### config.mk
export PLATFORM = sky130hd
export DESIGN_NAME = pic_overlay_ctrl_flat
export DESIGN_NICKNAME = d
export VERILOG_FILES = /design/src/rtl/pic_overlay_pkg.sv /design/src/rtl/pic_overlay_ctrl_if.sv /design/src/rtl/pic_overlay_ctrl_blend.sv /design/src/rtl/pic_overlay_ctrl.sv /design/src/flat_wrapper.sv
export SDC_FILE = /design/constraint.sdc
export NUM_CORES = 1
export LEC_CHECK = 0
export CAP_MARGIN = 20
export CORE_ASPECT_RATIO = 0.6
export CORE_MARGIN = 2
export CORE_UTILIZATION = 35
export DETAILED_ROUTE_END_ITERATION = 10
export SETUP_SLACK_MARGIN = 0.2
export SYNTH_ARGS = -nofsm -noshare
export SYNTH_HDL_FRONTEND = slang
export SYNTH_SLANG_ARGS = --single-unit
export TNS_END_PERCENT = 50
### constraint.sdc
create_clock -name Clk -period 3.7 [get_ports Clk]
set_clock_uncertainty 0.2 [all_clocks]
set_input_delay 0.925 -clock Clk [delete_from_list [all_inputs] [get_ports Clk]]
set_output_delay 0.925 -clock Clk [all_outputs]
set_load 0.005 [all_outputs]
### src/rtl/pic_overlay_pkg.sv
// Shared types for the picture-overlay sequencer: FSM states, full-scale alpha
// and the 12-bit RGB colour struct.
package pic_overlay_pkg;

  typedef enum logic [1:0] {
    ST_IDLE    = 2'd0,
    ST_ARMED   = 2'd1,
    ST_FADE_IN = 2'd2,
    ST_SHOW    = 2'd3
  } ovl_state_t;

  localparam logic [4:0] ALPHA_MAX = 5'd16;

  typedef struct packed {
    logic [3:0] r;
    logic [3:0] g;
    logic [3:0] b;
  } rgb12_t;

endpackage

### src/rtl/pic_overlay_ctrl_if.sv
// Scan, ROM, palette and colour-output signals of the overlay controller.
// slave is the controller side; master is the VGA/ROM/palette side.
interface pic_overlay_ctrl_if #(
  parameter int AW = 17
);
  logic          frame_start;
  logic          show_req;
  logic [9:0]    DrawX;
  logic [9:0]    DrawY;
  logic          blank;
  logic [11:0]   bg_rgb;
  logic [AW-1:0] rom_addr;
  logic [4:0]    rom_index;
  logic [4:0]    pal_index;
  logic [11:0]   pal_rgb;
  logic [3:0]    red;
  logic [3:0]    green;
  logic [3:0]    blue;
  logic          overlay_on;

  modport master (
    output frame_start, show_req, DrawX, DrawY, blank, bg_rgb, rom_index, pal_rgb,
    input  rom_addr, pal_index, red, green, blue, overlay_on
  );

  modport slave (
    input  frame_start, show_req, DrawX, DrawY, blank, bg_rgb, rom_index, pal_rgb,
    output rom_addr, pal_index, red, green, blue, overlay_on
  );
endinterface

### src/rtl/pic_overlay_ctrl_blend.sv
// Combinational per-channel alpha blend: (pic*alpha + bg*(16-alpha)) >> 4.
module rgb_blend
  import pic_overlay_pkg::*;
(
  input  rgb12_t     pic,
  input  rgb12_t     bg,
  input  logic [4:0] alpha,
  output rgb12_t     mix
);

  // Worst case 15*16 = 240, so an 8-bit sum never overflows.
  function automatic logic [3:0] blend_ch(input logic [3:0] p, input logic [3:0] b,
                                          input logic [4:0] a);
    logic [4:0] inv_a;
    logic [7:0] sum;
    inv_a = ALPHA_MAX - a;
    sum   = 8'(p) * 8'(a) + 8'(b) * 8'(inv_a);
    return 4'(sum >> 4);
  endfunction

  assign mix.r = blend_ch(pic.r, bg.r, alpha);
  assign mix.g = blend_ch(pic.g, bg.g, alpha);
  assign mix.b = blend_ch(pic.b, bg.b, alpha);

endmodule

### src/rtl/pic_overlay_ctrl.sv
// Full-screen picture overlay sequencer for the board's VGA output.
// Build option: define PIC_OVERLAY_FADE_EN for the 17-frame fade-in.
module pic_overlay_ctrl
  import pic_overlay_pkg::*;
#(
  parameter int PIC_W           = 320,
  parameter int PIC_H           = 240,
  parameter int X0              = 160,
  parameter int Y0              = 120,
  parameter int TRANSPARENT_IDX = 0
) (
  input  logic              Clk,
  input  logic              Reset_n,
  pic_overlay_ctrl_if.slave bus
);

  localparam int            AW        = $clog2(PIC_W * PIC_H);
  localparam logic [10:0]   X_LO      = 11'(X0);
  localparam logic [10:0]   X_HI      = 11'(X0 + PIC_W);
  localparam logic [10:0]   Y_LO      = 11'(Y0);
  localparam logic [10:0]   Y_HI      = 11'(Y0 + PIC_H);
  localparam logic [AW-1:0] ADDR_LAST = AW'(PIC_W * PIC_H - 1);
  localparam logic [4:0]    TRANSP    = 5'(TRANSPARENT_IDX);

  ovl_state_t    state_r, state_nxt_s;
  logic [4:0]    alpha_r, alpha_nxt_s;
  logic          overlay_r;
  logic          in_win_s;
  logic [AW-1:0] cnt_r, addr_r;
  logic [2:0]    win_sr_r, blank_sr_r;
  rgb12_t        bg1_r, bg2_r, bg3_r;
  rgb12_t        pal_r;
  logic          transp_r;
  rgb12_t        pic_s, mix_s, out_nxt_s, rgb_r;

  assign in_win_s = ({1'b0, bus.DrawX} >= X_LO) && ({1'b0, bus.DrawX} < X_HI) &&
                    ({1'b0, bus.DrawY} >= Y_LO) && ({1'b0, bus.DrawY} < Y_HI) && bus.blank;

  // Scan pipeline: address counter, ROM address and the aligned side-band delay lines.
  always_ff @(posedge Clk or negedge Reset_n) begin
    if (!Reset_n) begin
      cnt_r      <= '0;
      addr_r     <= '0;
      win_sr_r   <= 3'b000;
      blank_sr_r <= 3'b000;
      bg1_r      <= '0;
      bg2_r      <= '0;
      bg3_r      <= '0;
      pal_r      <= '0;
      transp_r   <= 1'b0;
    end else begin
      if (bus.frame_start) begin
        cnt_r  <= '0;
        addr_r <= '0;
      end else if (in_win_s) begin
        addr_r <= cnt_r;
        // Saturates on the last picture pixel instead of wrapping.
        if (cnt_r != ADDR_LAST) cnt_r <= cnt_r + AW'(1);
      end
      win_sr_r   <= {win_sr_r[1:0], in_win_s};
      blank_sr_r <= {blank_sr_r[1:0], bus.blank};
      bg1_r      <= bus.bg_rgb;
      bg2_r      <= bg1_r;
      bg3_r      <= bg2_r;
      pal_r      <= bus.pal_rgb;
      transp_r   <= (bus.rom_index == TRANSP);
    end
  end

  assign bus.rom_addr  = addr_r;
  assign bus.pal_index = bus.rom_index;

  // Overlay state register; alpha and overlay_on follow the next state.
  always_ff @(posedge Clk or negedge Reset_n) begin
    if (!Reset_n) begin
      state_r   <= ST_IDLE;
      alpha_r   <= 5'd0;
      overlay_r <= 1'b0;
    end else begin
      state_r   <= state_nxt_s;
      alpha_r   <= alpha_nxt_s;
      overlay_r <= (state_nxt_s != ST_IDLE);
    end
  end

  // Next-state logic: everything except ARMED entry/cancel waits for frame_start.
  always_comb begin
    state_nxt_s = state_r;
    alpha_nxt_s = alpha_r;
    case (state_r)
      ST_IDLE: begin
        alpha_nxt_s = 5'd0;
        if (bus.show_req) begin
          state_nxt_s = ST_ARMED;
`ifdef PIC_OVERLAY_FADE_EN
          alpha_nxt_s = 5'd0;
`else
          alpha_nxt_s = ALPHA_MAX;
`endif
        end else begin
          state_nxt_s = ST_IDLE;
        end
      end
      ST_ARMED: begin
        if (!bus.show_req) begin
          state_nxt_s = ST_IDLE;
          alpha_nxt_s = 5'd0;
        end else if (bus.frame_start) begin
`ifdef PIC_OVERLAY_FADE_EN
          state_nxt_s = ST_FADE_IN;
          alpha_nxt_s = 5'd0;
`else
          state_nxt_s = ST_SHOW;
          alpha_nxt_s = ALPHA_MAX;
`endif
        end else begin
          state_nxt_s = ST_ARMED;
        end
      end
      ST_FADE_IN: begin
        if (!bus.frame_start) begin
          state_nxt_s = ST_FADE_IN;
        end else if (!bus.show_req) begin
          state_nxt_s = ST_IDLE;
          alpha_nxt_s = 5'd0;
        end else if (alpha_r == ALPHA_MAX) begin
          state_nxt_s = ST_SHOW;
        end else begin
          alpha_nxt_s = alpha_r + 5'd1;
        end
      end
      ST_SHOW: begin
        if (bus.frame_start && !bus.show_req) begin
          state_nxt_s = ST_IDLE;
          alpha_nxt_s = 5'd0;
        end else begin
          state_nxt_s = ST_SHOW;
        end
      end
      default: begin
        state_nxt_s = ST_IDLE;
        alpha_nxt_s = 5'd0;
      end
    endcase
  end

  // Picture colour: transparent index or out-of-window pixels fall back to the board.
  always_comb begin
    pic_s = bg3_r;
    if (transp_r || !win_sr_r[2]) begin
      pic_s = bg3_r;
    end else begin
      pic_s = pal_r;
    end
  end

`ifdef PIC_OVERLAY_FADE_EN
  rgb_blend u_blend (
    .pic   (pic_s),
    .bg    (bg3_r),
    .alpha (alpha_r),
    .mix   (mix_s)
  );
`else
  // Without fading alpha is pinned at full scale while the overlay is active.
  assign mix_s = (alpha_r == ALPHA_MAX) ? pic_s : bg3_r;
`endif

  // Output select: blanking forces black, inactive overlay passes the board colour.
  always_comb begin
    out_nxt_s = '0;
    if (!blank_sr_r[2]) begin
      out_nxt_s = '0;
    end else begin
      case (state_r)
        ST_IDLE, ST_ARMED:   out_nxt_s = bg3_r;
        ST_FADE_IN, ST_SHOW: out_nxt_s = mix_s;
        default:             out_nxt_s = bg3_r;
      endcase
    end
  end

  // Colour output register.
  always_ff @(posedge Clk or negedge Reset_n) begin
    if (!Reset_n) begin
      rgb_r <= '0;
    end else begin
      rgb_r <= out_nxt_s;
    end
  end

  assign bus.red        = rgb_r.r;
  assign bus.green      = rgb_r.g;
  assign bus.blue       = rgb_r.b;
  assign bus.overlay_on = overlay_r;

endmodule

### src/flat_wrapper.sv
// flat-port wrapper written by rule: the top's interface ports become plain ports
module pic_overlay_ctrl_flat import pic_overlay_pkg::*;
#(
  parameter int PIC_W           = 320,
  parameter int PIC_H           = 240,
  parameter int X0              = 160,
  parameter int Y0              = 120,
  parameter int TRANSPARENT_IDX = 0
)
  (Clk, Reset_n, bus_frame_start, bus_show_req, bus_DrawX, bus_DrawY, bus_blank, bus_bg_rgb, bus_rom_index, bus_pal_rgb, bus_rom_addr, bus_pal_index, bus_red, bus_green, bus_blue, bus_overlay_on);
  pic_overlay_ctrl_if #(.AW(17)) bus_i ();
  input  logic Clk;
  input  logic Reset_n;
  input wire logic [$bits(bus_i.frame_start)-1:0] bus_frame_start;
  input wire logic [$bits(bus_i.show_req)-1:0] bus_show_req;
  input wire logic [$bits(bus_i.DrawX)-1:0] bus_DrawX;
  input wire logic [$bits(bus_i.DrawY)-1:0] bus_DrawY;
  input wire logic [$bits(bus_i.blank)-1:0] bus_blank;
  input wire logic [$bits(bus_i.bg_rgb)-1:0] bus_bg_rgb;
  input wire logic [$bits(bus_i.rom_index)-1:0] bus_rom_index;
  input wire logic [$bits(bus_i.pal_rgb)-1:0] bus_pal_rgb;
  output wire logic [$bits(bus_i.rom_addr)-1:0] bus_rom_addr;
  output wire logic [$bits(bus_i.pal_index)-1:0] bus_pal_index;
  output wire logic [$bits(bus_i.red)-1:0] bus_red;
  output wire logic [$bits(bus_i.green)-1:0] bus_green;
  output wire logic [$bits(bus_i.blue)-1:0] bus_blue;
  output wire logic [$bits(bus_i.overlay_on)-1:0] bus_overlay_on;
  assign bus_i.frame_start = bus_frame_start;
  assign bus_i.show_req = bus_show_req;
  assign bus_i.DrawX = bus_DrawX;
  assign bus_i.DrawY = bus_DrawY;
  assign bus_i.blank = bus_blank;
  assign bus_i.bg_rgb = bus_bg_rgb;
  assign bus_i.rom_index = bus_rom_index;
  assign bus_i.pal_rgb = bus_pal_rgb;
  assign bus_rom_addr = bus_i.rom_addr;
  assign bus_pal_index = bus_i.pal_index;
  assign bus_red = bus_i.red;
  assign bus_green = bus_i.green;
  assign bus_blue = bus_i.blue;
  assign bus_overlay_on = bus_i.overlay_on;
  pic_overlay_ctrl #(.PIC_W(PIC_W), .PIC_H(PIC_H), .X0(X0), .Y0(Y0), .TRANSPARENT_IDX(TRANSPARENT_IDX)) u_core (.Clk(Clk), .Reset_n(Reset_n), .bus(bus_i));
endmodule
Word level (Yosys, flattened, before mapping)
Index checks and enable logic that the tools add are counted.
{"block": "word_totals", "elab_cells": 80, "inputBits": 54, "n_memories": 0, "register_bits": 109, "ram_bits": 0, "romBits": 0, "latch_bits": 0}
{"block": "op_classes", "n_mul": 0, "n_addsub": 2, "reduce_logical": 17, "div": 0, "mux": 25, "eq_ne": 9, "order_cmp": 4, "n_shift": 0, "n_bitwise": 0}
{"cell": "$mux 17", "n": 5}
{"cell": "$mux 12", "n": 3}
{"cell": "$mux 5", "n": 7}
{"cell": "$pmux 12 s2", "n": 1}
{"cell": "$lt 10x9->1 const B", "n": 2}
{"cell": "$pmux 5 s4", "n": 1}
{"cell": "$add 17x1->17 const B", "n": 1}
{"cell": "$ne 17x17->1 const B", "n": 1}
{"cell": "$mux 2", "n": 6}
{"cell": "$ge 10x7->1 const B", "n": 1}
{"cell": "$ge 10x8->1 const B", "n": 1}
{"cell": "$pmux 2 s4", "n": 1}
{"cell": "$ne 3x3->1 const B", "n": 2}
{"cell": "$reduce_bool 2->1", "n": 3}
{"cell": "$add 5x1->5 const B", "n": 1}
{"cell": "$eq 5x5->1 const B", "n": 1}
{"cell": "$logic_and 1x1->1", "n": 5}
{"cell": "$logic_not 5->1", "n": 1}
{"cell": "$eq 2x2->1 const B", "n": 2}
{"cell": "$reduce_and 4->1", "n": 1}
{"cell": "$reduce_or 2->1", "n": 2}
{"cell": "$eq 2x1->1 const B", "n": 1}
{"cell": "$logic_not 1->1", "n": 2}
{"cell": "$logic_not 2->1", "n": 1}
{"cell": "other kinds (5)", "n": 5}

Longest topological paths before layout
{"block": "depth", "ltp_word": 7, "mapped_depth": 8}

Least setup slack after synthesis
Ideal clock, no wire load.
{"block": "synth_path", "kind": "in2reg", "start": "input bus_DrawY[3]", "end": "register u_core.cnt_r[13]", "arrival_ps": 2360, "path_buffers": 1, "t_required_ps": 3375, "cell_stages": 6, "setup_slack_ps": 1015, "setup_time_ps": 125, "cell_sequence": "o2111ai_1 -> o21ai_2 -> or3_1 -> buf_2 -> nor4_1 -> mux2_2"}
{"block": "synth_between", "elab_chain_len": 6}
{"element": "start, declared", "line_no": "flat_wrapper.sv:17", "source": "input wire logic [$bits(bus_i.DrawY)-1:0] bus_DrawY;"}
{"element": "$ge 10x7->1", "line_no": "pic_overlay_ctrl.sv:37", "source": "({1'b0, bus.DrawY} >= Y_LO) && ({1'b0, bus.DrawY} < Y_HI) && bus.blank;"}
{"element": "$logic_and 1x1->1", "line_no": "pic_overlay_ctrl.sv:36", "source": "assign in_win_s = ({1'b0, bus.DrawX} >= X_LO) && ({1'b0, bus.DrawX} < X_HI) &&"}
{"element": "$logic_and 1x1->1 (*) (2 in a row)", "line_no": "pic_overlay_ctrl.sv:37"}
{"element": "$reduce_bool 2->1 (no source line) (*)"}
{"element": "$reduce_and 2->1 (no source line) (*)"}
{"element": "end signal, assigned", "line_no": "pic_overlay_ctrl.sv:58", "source": "if (cnt_r != ADDR_LAST) cnt_r <= cnt_r + AW'(1);"}
{"element": "end, declared", "line_no": "pic_overlay_ctrl.sv:29", "source": "logic [AW-1:0] cnt_r, addr_r;"}
Mark *: on every way between the ends. The rest lies on a longest branch, timed or not.
A chain may end at the register's enable or synchronous reset.

Worst setup path in the final report
{"block": "layout_path", "start": "input bus_rom_index[1]", "end": "output bus_pal_index[1]"}
{"element": "start, declared", "line_no": "flat_wrapper.sv:20", "source": "input wire logic [$bits(bus_i.rom_index)-1:0] bus_rom_index;"}
{"element": "end, declared", "line_no": "flat_wrapper.sv:23", "source": "output wire logic [$bits(bus_i.pal_index)-1:0] bus_pal_index;"}
No word-level cell between the ends.

==> metrics <==
Final nets 480; # clock sinks 109; Starting Density 0.3626; critical path required time 2570 ps; # IOs 89; Netlist cell types 48; post-place setup slack 420.6 ps; clock latency on the worst-skew pair 350 ps; worst-path cell chain clkdlybuf4s50_1, clkdlybuf4s50_1; sequential fraction of the synthesis area 0.6592; CTS tree built; # resized after CTS 0; endpoint class of the critical path output port; fraction of layout cells with a size suffix above 1 0.07944; Final Hold Vio Count 0; Slew Limit Fails 0; Setup Buffers After CTS 0; FFs w/ async S/R, synth 1.000; Worst Path Max Fanout 2; Reg clk slew, reported paths 80 ps; vias per std cell 4.699; slowest stage delay, CP 500 ps; die area 0.01274 mm^2; Max-slew headroom 0.4667; syn_nets 401; Syn. warnings 0; Hold WS 146.3 ps; Tmin final 3036 ps; vias after detailed routing 2763; H-tree levels 3; overall power 0.002396 W; # diodes 0; FMAX 329.4 MHz; dominant cell by count in the synthesized netlist dfrtp_1; largest cells by area after synthesis dfrtp_1 66%, nand2_1 4.1%, a21oi_1 2.9%; Peak VDD IR 0.2300 mV; mapped cell area 0.004138 mm^2; number of synthesized register bits 109; ys flop type dfrtp_1; syn avg cell area 12.03 um^2; antenna violations before repair 0; first-pass GRT wire length 13140 um; most common library cells after synthesis 109 x dfrtp_1, 45 x nand2_1, 24 x a21oi_1; WL/cell 13.41 um; GRT met1 Usage 0.1886; worst reg2reg path depth 6; startpoint class of the critical path input port; core area 0.01141 mm^2; vias in the first global route 2688; Mapped Cells 344; delay-heaviest family, CP buffers and inverters; CP Depth 2; met3 Resource Use GR 0.04221; Detail Placement HPWL 5412 um; drt drc 0; critical path arrival 1910 ps; FILL cells 1054; chip width 144.4 um; busiest grt layer met2; Synth area leader dfrtp_1; antenna viol nets, final 0; final period utilization 0.8205; setup ws final 664.1 ps; P&R area growth vs syn 30.84%; total CTS buffers 9; Clock Tree Buf Depth 2; DRT Wirelength 7885 um; drt initial violations 117; hold buffers post-CTS 0; GRT overflow 0; Hold Path Cell Cnt 0; CP Class input port to output port; Root Buffer Master clkbuf_16; Max-Cap Viols 0; GRT Total Usage 0.1338; pin count of the biggest net entering global routing 95; I/O Buffers 80; unrepaired setup endpoints after global routing no; Synth top area share 0.6592; Rows 30; Final Setup Violations 0; WP buf/inv 2; drt pass-1 iters 5; Pwr Density 442.5 mW/mm^2; area of placed instances 0.005115 mm^2; leakage power 2.205 nW; Slew @ Worst Pin 799.3 ps; die height 88.22 um; TNS Setup 0 ps; CP dominant cell by count clkdlybuf4s50_1; Final GP Congestion 0.7948; slowest cell on the critical path clkdlybuf4s50_1; EDFF count, synth 0; met2 Use GR 0.2025; final instance area 0.005414 mm^2; status finished, final reports clean; Min-Delay Path Class flop to flop
[kinds of logic (layout without fill, tap and decap cells)]
group | count (synthesis) | count (layout) | share of synthesized area
and+or+nand+nor | 119 | 119 | 0.1569
DFF | 109 | 109 | 0.6592
AOI/OAI and AO/OA | 60 | 60 | 0.09072
buffers and inverters | 32 | 116 | 0.03538
muxes | 13 | 13 | 0.03175
xor gates and xnor gates | 8 | 8 | 0.01693
adders and majority gates | 3 | 3 | 0.009073
[state kept, by name, summed over array words and instances (netlist names)]
register,cells
u_core.state_r,2
u_core.bus.red,4
u_core.blank_sr_r,3
u_core.alpha_r,5
u_core.cnt_r,17
u_core.bus.green,4
u_core.bus.overlay_on,1
u_core.bg3_r,12
u_core.bg1_r,12
u_core.bg2_r,12
u_core.bus.blue,4
u_core.bus.rom_addr,17
u_core.pal_r,12
u_core.win_sr_r,3
u_core.transp_r,1
[report_power, final]
| part | switching, W | total, W | internal (W) | leakage (nW) |
|---|---|---|---|---|
| combinational | 0.0000873 | 0.000185 | 0.0000979 | 0.674 |
| sequential | 0.0000248 | 0.00126 | 0.00124 | 1.38 |
| clock | 0.000453 | 0.000949 | 0.000496 | 0.149 |
| total | 0.000566 | 0.00240 | 0.00183 | 2.20 |
[layout make-up]
type,count,area (um^2),share of cell area
inverters,10,37.54,0.006933
well taps,160,200.2,0.03698
multi-input cells,203,1264,0.2334
flip-flops and latches,109,2728,0.5038
clock inverters,6,60.06,0.01109
clock buffers,10,239.0,0.04414
repair buffers,90,885.9,0.1636
[path summary, 6_finish.rpt]
kind / start / to / slack (ps)
setup / recovery: bus_rom_index[1] / bus_pal_index[1] / 660
hold / removal: u_core.blank_sr_r[0]$_DFF_PN0_ / u_core.blank_sr_r[1]$_DFF_PN0_ / 150
setup reg to reg: u_core.alpha_r[0]$_DFFE_PN0P_ / u_core.bus.blue[3]$_DFF_PN0_ / 1280
hold reg to reg: u_core.blank_sr_r[0]$_DFF_PN0_ / u_core.blank_sr_r[1]$_DFF_PN0_ / 150
max in group asynchronous: Reset_n / u_core.bus.overlay_on$_DFF_PN0_ / 2320
min in group asynchronous: Reset_n / u_core.bg1_r[7]$_DFF_PN0_ / 230
[metal layers]
metal  up-vias  wire (um)  share of wire
li1       1347          -              -
met1      1329       3913           0.50
met2        74       3442           0.44
met3        13        412          0.052
met4         0        116          0.015
met5         -          0              0
[per-stage QoR]
stage | std cells | util
after global routing | 588 | 0.4745
after detailed placement | 572 | 0.4482
final | 588 | 0.4745
after CTS | 588 | 0.4745
after floorplan | 344 | -
after global placement | 572 | 0.4482
[layout by cell type, fill, tap and decap left out, types with 2 or more instances in the layout]
master           instances
a41o_1                   2
nand3_1                 10
and2_1                   3
mux2i_1                 12
nor2b_1                 16
xnor2_1                  8
clkdlybuf4s50_1         79
inv_8                    3
nor2_1                   9
dfrtp_1                109
a21oi_1                 24
nor4b_1                  2
nand4b_1                 3
buf_4                   10
nor4_1                   8
nand2_1                 45
o21ai_0                 17
ha_1                     3
nand4_1                  5
nand2b_1                 3
o31ai_1                  3
or3_1                    2
and3_1                   3
or4_1                    3
inv_1                    9
inv_6                    2
clkbuf_16                9
No activity file was read; power rests on OpenSTA's default activity.
